`src/rtl/audio_ram_sequencer_if.sv`:
```
// RAM-side bus of the audio sequencer: request strobes toward the memory, read data back.
// Handshake: a write or read request fires only in a cycle where ram_rdy is high; read data is held by the RAM while ram_rd_valid is high and is consumed in the cycle where ram_rd_ack is high.
interface audio_ram_sequencer_if #(
  parameter int SAMPLE_W = 16,
  parameter int ADDR_W   = 26
) ();
  logic                ram_rdy;
  logic [ADDR_W-1:0]   ram_addr;
  logic [SAMPLE_W-1:0] ram_wdata;
  logic                ram_we;
  logic                ram_rd_req;
  logic                ram_rd_valid;
  logic [SAMPLE_W-1:0] ram_rdata;
  logic                ram_rd_ack;

  modport master (
    input  ram_rdy, ram_rd_valid, ram_rdata,
    output ram_addr, ram_wdata, ram_we, ram_rd_req, ram_rd_ack
  );

  modport slave (
    output ram_rdy, ram_rd_valid, ram_rdata,
    input  ram_addr, ram_wdata, ram_we, ram_rd_req, ram_rd_ack
  );
endinterface

```
`src/rtl/audio_ram_sequencer.sv`:
```
// Multi-slot audio clip recorder/player: one RAM word per sample, each slot owns a
// fixed 2^SLOT_LOG2-word region and a length register. State is visible in status[3:0].
module audio_ram_sequencer #(
  parameter int SAMPLE_W  = 16,
  parameter int ADDR_W    = 26,
  parameter int SLOTS     = 4,
  parameter int SLOT_LOG2 = 20,
  localparam int SLOT_W   = (SLOTS > 1) ? $clog2(SLOTS) : 1
) (
  input  logic                clk,
  input  logic                pb_reset,
  input  logic                cmd_valid,
  input  logic [2:0]          cmd,
  input  logic [SLOT_W-1:0]   cmd_slot,
  input  logic                loop_en,
  input  logic                sample_tick,
  input  logic [SAMPLE_W-1:0] adc_sample,
  output logic [SAMPLE_W-1:0] dac_sample,
  output logic [7:0]          status,
  audio_ram_sequencer_if.master ram
);

  typedef enum logic [3:0] {
    ST_IDLE      = 4'd0,
    ST_REC_WAIT  = 4'd1,
    ST_REC_WRITE = 4'd2,
    ST_PLAY_WAIT = 4'd3,
    ST_PLAY_REQ  = 4'd4,
    ST_PLAY_DATA = 4'd5,
    ST_PAUSED    = 4'd6,
    ST_CLEAR     = 4'd7
  } state_t;

  localparam logic [2:0] CMD_PLAY    = 3'd0;
  localparam logic [2:0] CMD_RECORD  = 3'd1;
  localparam logic [2:0] CMD_DELETE  = 3'd2;
  localparam logic [2:0] CMD_PAUSE   = 3'd3;
  localparam logic [2:0] CMD_DEL_ALL = 3'd4;
  localparam logic [2:0] CMD_STOP    = 3'd5;

  localparam logic [SLOT_LOG2:0] FULL_LEN = {1'b1, {SLOT_LOG2{1'b0}}};
  localparam logic [SLOT_LOG2:0] ONE_LEN  = 1;
  localparam logic [SLOT_W-1:0]  ONE_SLOT = 1;
  localparam logic [SLOT_W-1:0]  LAST_SLOT = SLOT_W'(SLOTS - 1);

  state_t               state, state_next;
  logic [SLOT_LOG2:0]   len_q [SLOTS];
  logic [SLOT_LOG2:0]   ptr;
  logic [SLOT_W-1:0]    act_slot;
  logic [SLOT_W-1:0]    clr_idx;
  logic                 overrun, slot_full;
  logic                 pause_pend, stop_pend, ret_rec;
  logic                 busy, in_xfer;

  logic [SLOT_W-1:0]    cmd_idx;
  logic [SLOT_LOG2:0]   act_len, cmd_len, ptr_inc, len_inc;
  logic [ADDR_W-1:0]    addr_calc;
  logic                 pause_now, stop_now;

  assign cmd_idx   = (SLOTS == 1) ? '0 : cmd_slot;
  assign act_len   = len_q[act_slot];
  assign cmd_len   = len_q[cmd_idx];
  assign ptr_inc   = ptr + ONE_LEN;
  assign len_inc   = act_len + ONE_LEN;
  assign addr_calc = (ADDR_W'(act_slot) << SLOT_LOG2) | ADDR_W'(ptr[SLOT_LOG2-1:0]);
  // A PAUSE/STOP seen during a RAM transaction is remembered until it can act.
  assign pause_now = pause_pend | (cmd_valid && cmd == CMD_PAUSE);
  assign stop_now  = stop_pend  | (cmd_valid && cmd == CMD_STOP);

  always_ff @(posedge clk or posedge pb_reset) begin
    if (pb_reset) state <= ST_IDLE;
    else          state <= state_next;
  end

  always_comb begin
    state_next = state;
    case (state)
      ST_IDLE: begin
        if (cmd_valid) begin
          case (cmd)
            CMD_RECORD:  state_next = ST_REC_WAIT;
            CMD_PLAY:    if (cmd_len != '0) state_next = ST_PLAY_WAIT;
            CMD_DEL_ALL: state_next = ST_CLEAR;
            default:     state_next = ST_IDLE;
          endcase
        end
      end
      ST_REC_WAIT: begin
        if (stop_now)         state_next = ST_IDLE;
        else if (pause_now)   state_next = ST_PAUSED;
        else if (sample_tick) state_next = ST_REC_WRITE;
      end
      ST_REC_WRITE: begin
        if (ram.ram_rdy)
          state_next = (len_inc == FULL_LEN || stop_now) ? ST_IDLE : ST_REC_WAIT;
      end
      ST_PLAY_WAIT: begin
        if (stop_now)         state_next = ST_IDLE;
        else if (pause_now)   state_next = ST_PAUSED;
        else if (sample_tick) state_next = ST_PLAY_REQ;
      end
      ST_PLAY_REQ: begin
        if (ram.ram_rdy) state_next = ST_PLAY_DATA;
      end
      ST_PLAY_DATA: begin
        if (ram.ram_rd_valid) begin
          if (stop_now)                         state_next = ST_IDLE;
          else if (ptr_inc == act_len && !loop_en) state_next = ST_IDLE;
          else                                  state_next = ST_PLAY_WAIT;
        end
      end
      ST_PAUSED: begin
        if (cmd_valid) begin
          case (cmd)
            CMD_PAUSE:   state_next = ret_rec ? ST_REC_WAIT : ST_PLAY_WAIT;
            CMD_STOP:    state_next = ST_IDLE;
            CMD_DELETE:  if (cmd_idx == act_slot) state_next = ST_IDLE;
            CMD_DEL_ALL: state_next = ST_CLEAR;
            default:     state_next = ST_PAUSED;
          endcase
        end
      end
      ST_CLEAR: begin
        if (clr_idx == LAST_SLOT) state_next = ST_IDLE;
      end
      default: state_next = ST_IDLE;
    endcase
  end

  always_comb begin
    ram.ram_we     = (state == ST_REC_WRITE) && ram.ram_rdy;
    ram.ram_rd_req = (state == ST_PLAY_REQ)  && ram.ram_rdy;
    ram.ram_rd_ack = (state == ST_PLAY_DATA) && ram.ram_rd_valid;
    busy           = (state != ST_IDLE) && (state != ST_PAUSED);
    in_xfer        = (state == ST_REC_WRITE) || (state == ST_PLAY_REQ) ||
                     (state == ST_PLAY_DATA);
  end

  assign status = {overrun, slot_full, state == ST_PAUSED, busy, state};

  always_ff @(posedge clk or posedge pb_reset) begin
    if (pb_reset) begin
      for (int i = 0; i < SLOTS; i++) len_q[i] <= '0;
      ptr           <= '0;
      act_slot      <= '0;
      clr_idx       <= '0;
      overrun       <= 1'b0;
      slot_full     <= 1'b0;
      pause_pend    <= 1'b0;
      stop_pend     <= 1'b0;
      ret_rec       <= 1'b0;
      dac_sample    <= '0;
      ram.ram_wdata <= '0;
      ram.ram_addr  <= '0;
    end else begin
      if (in_xfer && sample_tick) overrun <= 1'b1;

      if (state_next == ST_IDLE || state_next == ST_PAUSED) begin
        pause_pend <= 1'b0;
        stop_pend  <= 1'b0;
      end else if (cmd_valid && in_xfer) begin
        if (cmd == CMD_PAUSE) pause_pend <= 1'b1;
        if (cmd == CMD_STOP)  stop_pend  <= 1'b1;
      end

      if (state_next == ST_PAUSED && state != ST_PAUSED)
        ret_rec <= (state == ST_REC_WAIT);

      case (state)
        ST_IDLE: begin
          if (cmd_valid) begin
            case (cmd)
              CMD_RECORD: begin
                act_slot       <= cmd_idx;
                ptr            <= '0;
                len_q[cmd_idx] <= '0;
                overrun        <= 1'b0;
                slot_full      <= 1'b0;
              end
              CMD_PLAY: begin
                if (cmd_len != '0) begin
                  act_slot  <= cmd_idx;
                  ptr       <= '0;
                  overrun   <= 1'b0;
                  slot_full <= 1'b0;
                end
              end
              CMD_DELETE:  len_q[cmd_idx] <= '0;
              CMD_DEL_ALL: clr_idx <= '0;
              default: ;
            endcase
          end
        end
        ST_REC_WAIT: begin
          if (state_next == ST_REC_WRITE) begin
            ram.ram_wdata <= adc_sample;
            ram.ram_addr  <= addr_calc;
          end
        end
        ST_REC_WRITE: begin
          if (ram.ram_rdy) begin
            ptr             <= ptr_inc;
            len_q[act_slot] <= len_inc;
            if (len_inc == FULL_LEN) slot_full <= 1'b1;
          end
        end
        ST_PLAY_WAIT: begin
          if (state_next == ST_PLAY_REQ) ram.ram_addr <= addr_calc;
        end
        ST_PLAY_DATA: begin
          if (ram.ram_rd_valid) begin
            dac_sample <= ram.ram_rdata;
            if (ptr_inc == act_len && loop_en && !stop_now) ptr <= '0;
            else                                           ptr <= ptr_inc;
          end
        end
        ST_PAUSED: begin
          if (cmd_valid && cmd == CMD_DELETE)  len_q[cmd_idx] <= '0;
          if (cmd_valid && cmd == CMD_DEL_ALL) clr_idx <= '0;
        end
        ST_CLEAR: begin
          len_q[clr_idx] <= '0;
          clr_idx        <= clr_idx + ONE_SLOT;
        end
        default: ;
      endcase
    end
  end

endmodule

```
`src/flat_wrapper.sv`:
```
// flat-port wrapper written by rule: the top's interface ports become plain ports
module audio_ram_sequencer_flat 
#(
  parameter int SAMPLE_W  = 16,
  parameter int ADDR_W    = 26,
  parameter int SLOTS     = 4,
  parameter int SLOT_LOG2 = 20,
  localparam int SLOT_W   = (SLOTS > 1) ? $clog2(SLOTS) : 1
)
  (clk, pb_reset, cmd_valid, cmd, cmd_slot, loop_en, sample_tick, adc_sample, dac_sample, status, ram_ram_rdy, ram_ram_rd_valid, ram_ram_rdata, ram_ram_addr, ram_ram_wdata, ram_ram_we, ram_ram_rd_req, ram_ram_rd_ack);
  audio_ram_sequencer_if #(.SAMPLE_W(SAMPLE_W), .ADDR_W(ADDR_W)) ram_i ();
  input  logic clk;
  input  logic pb_reset;
  input  logic cmd_valid;
  input  logic [2:0] cmd;
  input  logic [SLOT_W-1:0] cmd_slot;
  input  logic loop_en;
  input  logic sample_tick;
  input  logic [SAMPLE_W-1:0] adc_sample;
  output logic [SAMPLE_W-1:0] dac_sample;
  output logic [7:0] status;
  input wire logic [$bits(ram_i.ram_rdy)-1:0] ram_ram_rdy;
  input wire logic [$bits(ram_i.ram_rd_valid)-1:0] ram_ram_rd_valid;
  input wire logic [$bits(ram_i.ram_rdata)-1:0] ram_ram_rdata;
  output wire logic [$bits(ram_i.ram_addr)-1:0] ram_ram_addr;
  output wire logic [$bits(ram_i.ram_wdata)-1:0] ram_ram_wdata;
  output wire logic [$bits(ram_i.ram_we)-1:0] ram_ram_we;
  output wire logic [$bits(ram_i.ram_rd_req)-1:0] ram_ram_rd_req;
  output wire logic [$bits(ram_i.ram_rd_ack)-1:0] ram_ram_rd_ack;
  assign ram_i.ram_rdy = ram_ram_rdy;
  assign ram_i.ram_rd_valid = ram_ram_rd_valid;
  assign ram_i.ram_rdata = ram_ram_rdata;
  assign ram_ram_addr = ram_i.ram_addr;
  assign ram_ram_wdata = ram_i.ram_wdata;
  assign ram_ram_we = ram_i.ram_we;
  assign ram_ram_rd_req = ram_i.ram_rd_req;
  assign ram_ram_rd_ack = ram_i.ram_rd_ack;
  audio_ram_sequencer #(.SAMPLE_W(SAMPLE_W), .ADDR_W(ADDR_W), .SLOTS(SLOTS), .SLOT_LOG2(SLOT_LOG2)) u_core (.clk(clk), .pb_reset(pb_reset), .cmd_valid(cmd_valid), .cmd(cmd), .cmd_slot(cmd_slot), .loop_en(loop_en), .sample_tick(sample_tick), .adc_sample(adc_sample), .dac_sample(dac_sample), .status(status), .ram(ram_i));
endmodule
```
`config.mk`:
```
export PLATFORM = sky130hd
export DESIGN_NAME = audio_ram_sequencer_flat
export DESIGN_NICKNAME = d
export VERILOG_FILES = /design/src/rtl/audio_ram_sequencer_if.sv /design/src/rtl/audio_ram_sequencer.sv /design/src/flat_wrapper.sv
export SDC_FILE = /design/constraint.sdc
export NUM_CORES = 1
export LEC_CHECK = 0
export ABC_AREA = 1
export ABC_CLOCK_PERIOD_IN_PS = 5600
export CORE_MARGIN = 8
export CORE_UTILIZATION = 35
export CTS_CLUSTER_DIAMETER = 150
export CTS_CLUSTER_SIZE = 28
export DETAILED_ROUTE_END_ITERATION = 10
export GPL_ROUTABILITY_DRIVEN = 0
export PLACE_DENSITY = 0.6
export SYNTH_ARGS = -nofsm -noshare
export SYNTH_HDL_FRONTEND = slang
export SYNTH_SLANG_ARGS = --single-unit
export TNS_END_PERCENT = 100
```
`constraint.sdc`:
```
create_clock -name clk -period 5.6 [get_ports clk]
set_clock_uncertainty 0.1 [all_clocks]
set_input_delay 1.12 -clock clk [delete_from_list [all_inputs] [get_ports clk]]
set_output_delay 1.12 -clock clk [all_outputs]
set_load 0.1 [all_outputs]
```
== After elaboration in Yosys (flattened, before gate mapping) ==
Cells that the tools add are included.

* Flip-flop bits (word level): 176
* Output and inout port bits: 69

* Mux-type cells: 72
* Equal/unequal tests: 33
* Add/sub/neg operators: 3
* Order comparisons: 6
* Reduce and logical (&&, ||, !) cells: 48
* Bitwise operators: 10

{| class="wikitable"
|+ Operators with widths
! kind !! number
|-
| 84-bit 2-to-1 mux || 4
|-
| 84-bit one-hot mux with 4 select lines || 1
|-
| 21-bit 2-to-1 mux || 12
|-
| 84-bit AND || 2
|-
| 84-bit inverter || 2
|-
| 21-bit demux with 2-bit select || 3
|-
| 21-bit binary-select mux with 2-bit select || 2
|-
| 84-bit bitwise mux || 1
|-
| 21-bit one-hot mux with 3 select lines || 1
|-
| 4-bit 2-to-1 mux || 15
|-
| 26-bit 2-to-1 mux || 2
|-
| 26-bit one-hot mux with 2 select lines || 1
|-
| 21-bit by 1-bit adder with 21-bit output, second input constant || 2
|-
| 21-bit one-hot mux with 2 select lines || 1
|-
| 4-bit one-hot mux with 8 select lines || 1
|-
| 4-bit by 3-bit equality test with 1-bit output, second input constant || 6
|-
| 22-bit by 20-bit bitwise OR with 22-bit output || 1
|-
| 21-bit equality test || 1
|-
| 21-bit equality test, second input constant || 1
|-
| 21-bit nonzero test || 1
|-
| 1-bit logical AND || 17
|-
| 4-bit one-hot mux with 4 select lines || 1
|-
| 1-bit 2-to-1 mux || 15
|-
| 4-bit by 2-bit equality test with 1-bit output, second input constant || 3
|-
| other kinds (34) || 76
|}

== Longest topological paths before layout ==
* Depth after elaboration: 14
* Depth in mapped cells: 26
* Depth with buffers taken out: 23

== Least setup slack after synthesis ==
OpenSTA, ideal clock, no wires.

* Path type: register to output
* Start point: reg u_core.state[2]
* End point: out ram_ram_rd_ack
* Arrival time: 2.999 ns
* Setup slack: 1.381 ns
* Cell stages (with the launch flop): 8
* Cells stage by stage: dfrtp_1 inv_1 nor2_1 inv_1 nor3_1 nand2_1 clkinv_1 buf_1

* Cells in the longest elaborated chain, start to end: 2

{| class="wikitable"
|+ Ends and longest elaborated chain
! item !! line !! source
|-
| start: declaration || audio_ram_sequencer.sv:46 || <nowiki>state_t state, state_next;</nowiki>
|-
| start signal: assignment || audio_ram_sequencer.sv:72 || <nowiki>else state <= state_next;</nowiki>
|-
| 4-bit by 3-bit equality test with 1-bit output || audio_ram_sequencer.sv:133 || <nowiki>ram.ram_rd_ack = (state == ST_PLAY_DATA) && ram.ram_rd_valid;</nowiki>
|-
| 1-bit logical AND || audio_ram_sequencer.sv:133 ||
|-
| end: declaration || flat_wrapper.sv:29 || <nowiki>output wire logic [$bits(ram_i.ram_rd_ack)-1:0] ram_ram_rd_ack;</nowiki>
|}

Every way passes these cells.

== Final worst setup path ==
* Start point: reg u_core.act_slot[0]
* End point: reg u_core.ram.ram_addr[16]

* Cells in the longest elaborated chain, start to end: 13

{| class="wikitable"
|+ Ends and longest elaborated chain
! item !! line !! source
|-
| start: declaration || audio_ram_sequencer.sv:49 || <nowiki>logic [SLOT_W-1:0] act_slot;</nowiki>
|-
| start signal: assignment || audio_ram_sequencer.sv:174 || <nowiki>act_slot <= cmd_idx;</nowiki>
|-
| start signal: assignment || audio_ram_sequencer.sv:182 || <nowiki>act_slot <= cmd_idx;</nowiki>
|-
| 2-bit inverter with 3-bit output (not written as such) || audio_ram_sequencer.sv:61 || <nowiki>assign act_len = len_q[act_slot];</nowiki>
|-
| 21-bit binary-select mux with 2-bit select || audio_ram_sequencer.sv:61 ||
|-
| 21-bit 2-to-1 mux (not written as such) (2 in series) || audio_ram_sequencer.sv:61 ||
|-
| 21-bit by 1-bit adder with 21-bit output or 21-bit equality test (tied branches) || audio_ram_sequencer.sv:64, audio_ram_sequencer.sv:108 ||
|-
| 21-bit equality test or 1-bit logical AND (tied branches) || audio_ram_sequencer.sv:95, audio_ram_sequencer.sv:108 ||
|-
| 1-bit logical OR or 2-bit 2-to-1 mux (tied branches) || audio_ram_sequencer.sv:95, audio_ram_sequencer.sv:108 ||
|-
| 1-bit 2-to-1 mux or 4-bit 2-to-1 mux (tied branches) || audio_ram_sequencer.sv:95, audio_ram_sequencer.sv:107 ||
|-
| 4-bit 2-to-1 mux, on equally long branches || audio_ram_sequencer.sv:94, audio_ram_sequencer.sv:106 ||
|-
| 4-bit one-hot mux with 8 select lines (*) || audio_ram_sequencer.sv:77 || <nowiki>case (state)</nowiki>
|-
| net u_core.state_next[0] || audio_ram_sequencer.sv:46 ||
|-
| 4-bit by 2-bit equality test with 1-bit output or 4-bit by 3-bit equality test with 1-bit output (tied branches) || audio_ram_sequencer.sv:195, audio_ram_sequencer.sv:208 ||
|-
| 2-bit inequality test (no source line) or 2-bit by 1-bit inequality test with 1-bit output (tied branches) || -- ||
|-
| 3-bit AND reduction (no source line) (*) || -- ||
|-
| end signal: assignment || audio_ram_sequencer.sv:197 || <nowiki>ram.ram_addr <= addr_calc;</nowiki>
|-
| end signal: assignment || audio_ram_sequencer.sv:208 || <nowiki>if (state_next == ST_PLAY_REQ) ram.ram_addr <= addr_calc;</nowiki>
|-
| end: declaration || audio_ram_sequencer_if.sv:18 || <nowiki>output ram_addr, ram_wdata, ram_we, ram_rd_req, ram_rd_ack</nowiki>
|}

The timed path passes the listed nets; every way through them passes the cells marked *. The select of a mux whose other input is x is not followed.
A chain may end at the register's enable or synchronous reset.

==> impl_metrics.yaml <==
floorplan:
  start_util_pct: 35.6
  die_y_um: 190
  die-area_mm2: 0.0359
  die_x_um: 190
  io_pins: 113
  std_cell_rows: 63
  coreArea_mm2: 0.0296
final_layout:
  final_common_cell: "nand2_1"
  area_growth_pct: 17.9
  final_cell_mix: "nand2_1 (514), dfrtp_1 (171), inv_1 (161), nand3_1 (161), nor2_1 (131)"
  diodes: 0
  layout-drive-gt1-share_pct: 6.46
  utilization_pct: 41.9
  nNetsFinal: 1648
synthesis:
  synth_ff_type: "dfrtp_1"
  synth_edf_count: 0
  synthCells: 1514
  synth_area_mm2: 0.0105
  yosys_warnings: 0
  synth_cell_types: 46
  synth_seq_area_share_pct: 40.8
  avgSynthCellArea_um2: 6.97
  ys_async_sr_fraction_pct: 100
  synth-seq-cells: 172
sta:
  tightest_slew_ns: 1.00
  rsz0062_at_grt: "no"
  finalHoldViolCount: 0
  maxSlewViolCount: 0
  setup_tns_ns: 0
  fin_crit_ns: 4.57
  setup_viol: 0
  min_period_over_period_pct: 81.6
  slew_headroom_pct: 31.4
  fmax_ghz: 0.219
power_and_ir_drop:
  peakVddDrop_uv: 260
  power_density_mw_per_mm2: 510
  leakage_nw: 5.84
setup_path:
  r2r_slack_ns: 1.03
  crit_top_cell: "nand2_1"
  crit_fanout: 35
  crit_path_top_delay_cell: "dfrtp_2"
  cp-start-kind: "register"
  path_class: "reg -> reg"
  required_ns: 5.87
  crit_path_end_kind: "register"
  slowest_delay_ns: 0.62
  crit_arrival_ns: 4.84
  crit_chain: "inv_4, nand2_1, nand2_1, nand2_2, nand2_4, ha_1, nand2_4, nor2_4, nand3_1, nand2_1, nand2_1, nor2_1, nand2_1, nor2_1, nand3_1, nand2_1, nand3_4, nor2_4, nand2_2, nand2_2, nand2_1, nand2_1"
cts:
  cts_root_buf: "clkbuf_16"
  cts_buffers: 17
  cts_resized: 0
  cts.clk_slew.worst_paths_ns: 0.07
  cts_max_level: 4
  clkSinkCount: 172
  worstSkewPairLatency_ns: 0.44
  cts_tree: "built"
  cts_setup_buffers: 0
  holdBufCountCts: 0
  ctsLongestPathBuffers: 2
route:
  wl_um: 33600
  ant_nets: 0
  via_per_inst: 5.24
  post-route-drc-count: 0
  wl_per_cell_um: 16.8
  drt_iter0_markers: 1046
  num_vias: 10472
  firstDrtPassIters: 5
grt:
  grt_pass1_vias: 9852
  grt_use_total_pct: 18.4
  grt_antenna_before_repair: 0
  grt_pass1_wl_um: 53900
  gr-total-overflow: 0
  grt_max_degree: 94
outcome:
  status: "complete, no violations"
flow_run:
  drv_cap: 0
place:
  hpwlAfterDp_um: 24900
  io_buffer_count: 108
hold_path:
  hold_path.class: "reg -> reg"
[layer usage]
layer	routed length (µm)	global-route usage (%)	vias up
met1	15600	26.0	4914
met2	15000	27.9	418
li1	-	-	5088
met4	736	5.86	0
met5	0	0	-
met3	2240	3.57	52
[layout make-up]
| cell class | count | area (µm²) |
|---|---|---|
| fillers | 3096 | 17200 |
| multi-input cells | 1113 | 5220 |
| flip-flops and latches | 172 | 4310 |
| repair buffers | 122 | 1200 |
| inverters | 171 | 648 |
| well taps | 390 | 488 |
| clock buffers | 19 | 433 |
| clock inverters | 12 | 139 |
[cells by family after synthesis]
logic type               Yosys count  share of synthesized area, %
other                              1                        0.0356
buffers and inverters            233                          9.80
AND/OR/NAND/NOR                  921                          38.2
flip-flops                       172                          40.8
XOR/XNOR                           6                         0.498
adder cells (fa/ha/maj)            7                         0.831
AO/OA/AOI/OAI                    174                          9.81
[final timing paths]
| kind | from | endpoint | cells after the start |
|---|---|---|---|
| worst max-delay path | u_core.act_slot[0] | u_core.ram.ram_addr[16] | 22 |
| worst min-delay path | u_core.ram.ram_wdata[12] | u_core.ram.ram_wdata[12] | 2 |
| worst max register to register | u_core.act_slot[0] | u_core.ram.ram_addr[16] | 22 |
| worst min register to register | u_core.ram.ram_wdata[12] | u_core.ram.ram_wdata[12] | 2 |
| max in group asynchronous | pb_reset | u_core.act_slot[0] | 3 |
| min in group asynchronous | pb_reset | u_core.ram.ram_addr[8] | 2 |
[cell usage after synthesis, drive strengths merged (2+ instances only)]
library cell  count  area [µm²]
nor2            153         669
nand3           168         891
a31oi            12        75.1
a22oi             8        60.1
nor4              3        18.8
nand2           534        2080
ha                7        87.6
clkinv            2        7.51
dfrtp           172        4300
nand3b            2        15.0
o211ai            3        22.5
and2              2        12.5
a2bb2oi           6        52.6
nand4            34         213
nor3             22         110
xor2              5        43.8
o21ai            66         330
buf              37         294
a21oi            10        50.1
o22ai            62         388
inv             169         637
clkbuf           25        95.1
or2               2        12.5
[worst max-delay path: cells and delay by family, from the launching register on]
kind	cells	cell delay [ns]
flip-flops	1	0.62
adder cells (fa/ha/maj)	1	0.34
buffers and inverters	1	0.40
AND/OR/NAND/NOR	20	3.01
[power breakdown]
group | internal [mW] | leakage (nW) | switching (mW) | total [mW]
combinational | 0.815 | 3.26 | 2.43 | 3.24
clock | 0.663 | 0.273 | 0.552 | 1.22
sequential | 1.59 | 2.31 | 0.289 | 1.88
total | 3.07 | 5.84 | 3.27 | 6.34
[state kept, by name, summed over array words and instances, names as in the netlist, 2 cells and up]
signal	flops
u_core.act_slot	2
u_core.clr_idx	2
u_core.dac_sample	16
u_core.len_q	84
u_core.ptr	21
u_core.ram.ram_addr	22
u_core.ram.ram_wdata	16
u_core.state	4
[metrics by stage]
stage	std cells	hold WS, ns	setup slack, ns	total power, mW	cell area [µm²]
6_report	1999	0.371	1.03	6.34	12400
5_1_grt	1999	0.389	0.632	6.71	12400
4_1_cts	1999	0.376	1.08	6.32	12400
3_5_place_dp	1968	0.358	0.950	5.09	11900
3_3_place_gp	1968	0.354	1.12	5.07	11900
2_1_floorplan	1518	0.342	1.38	4.20	10600
No activity file was read; power rests on OpenSTA's default activity.
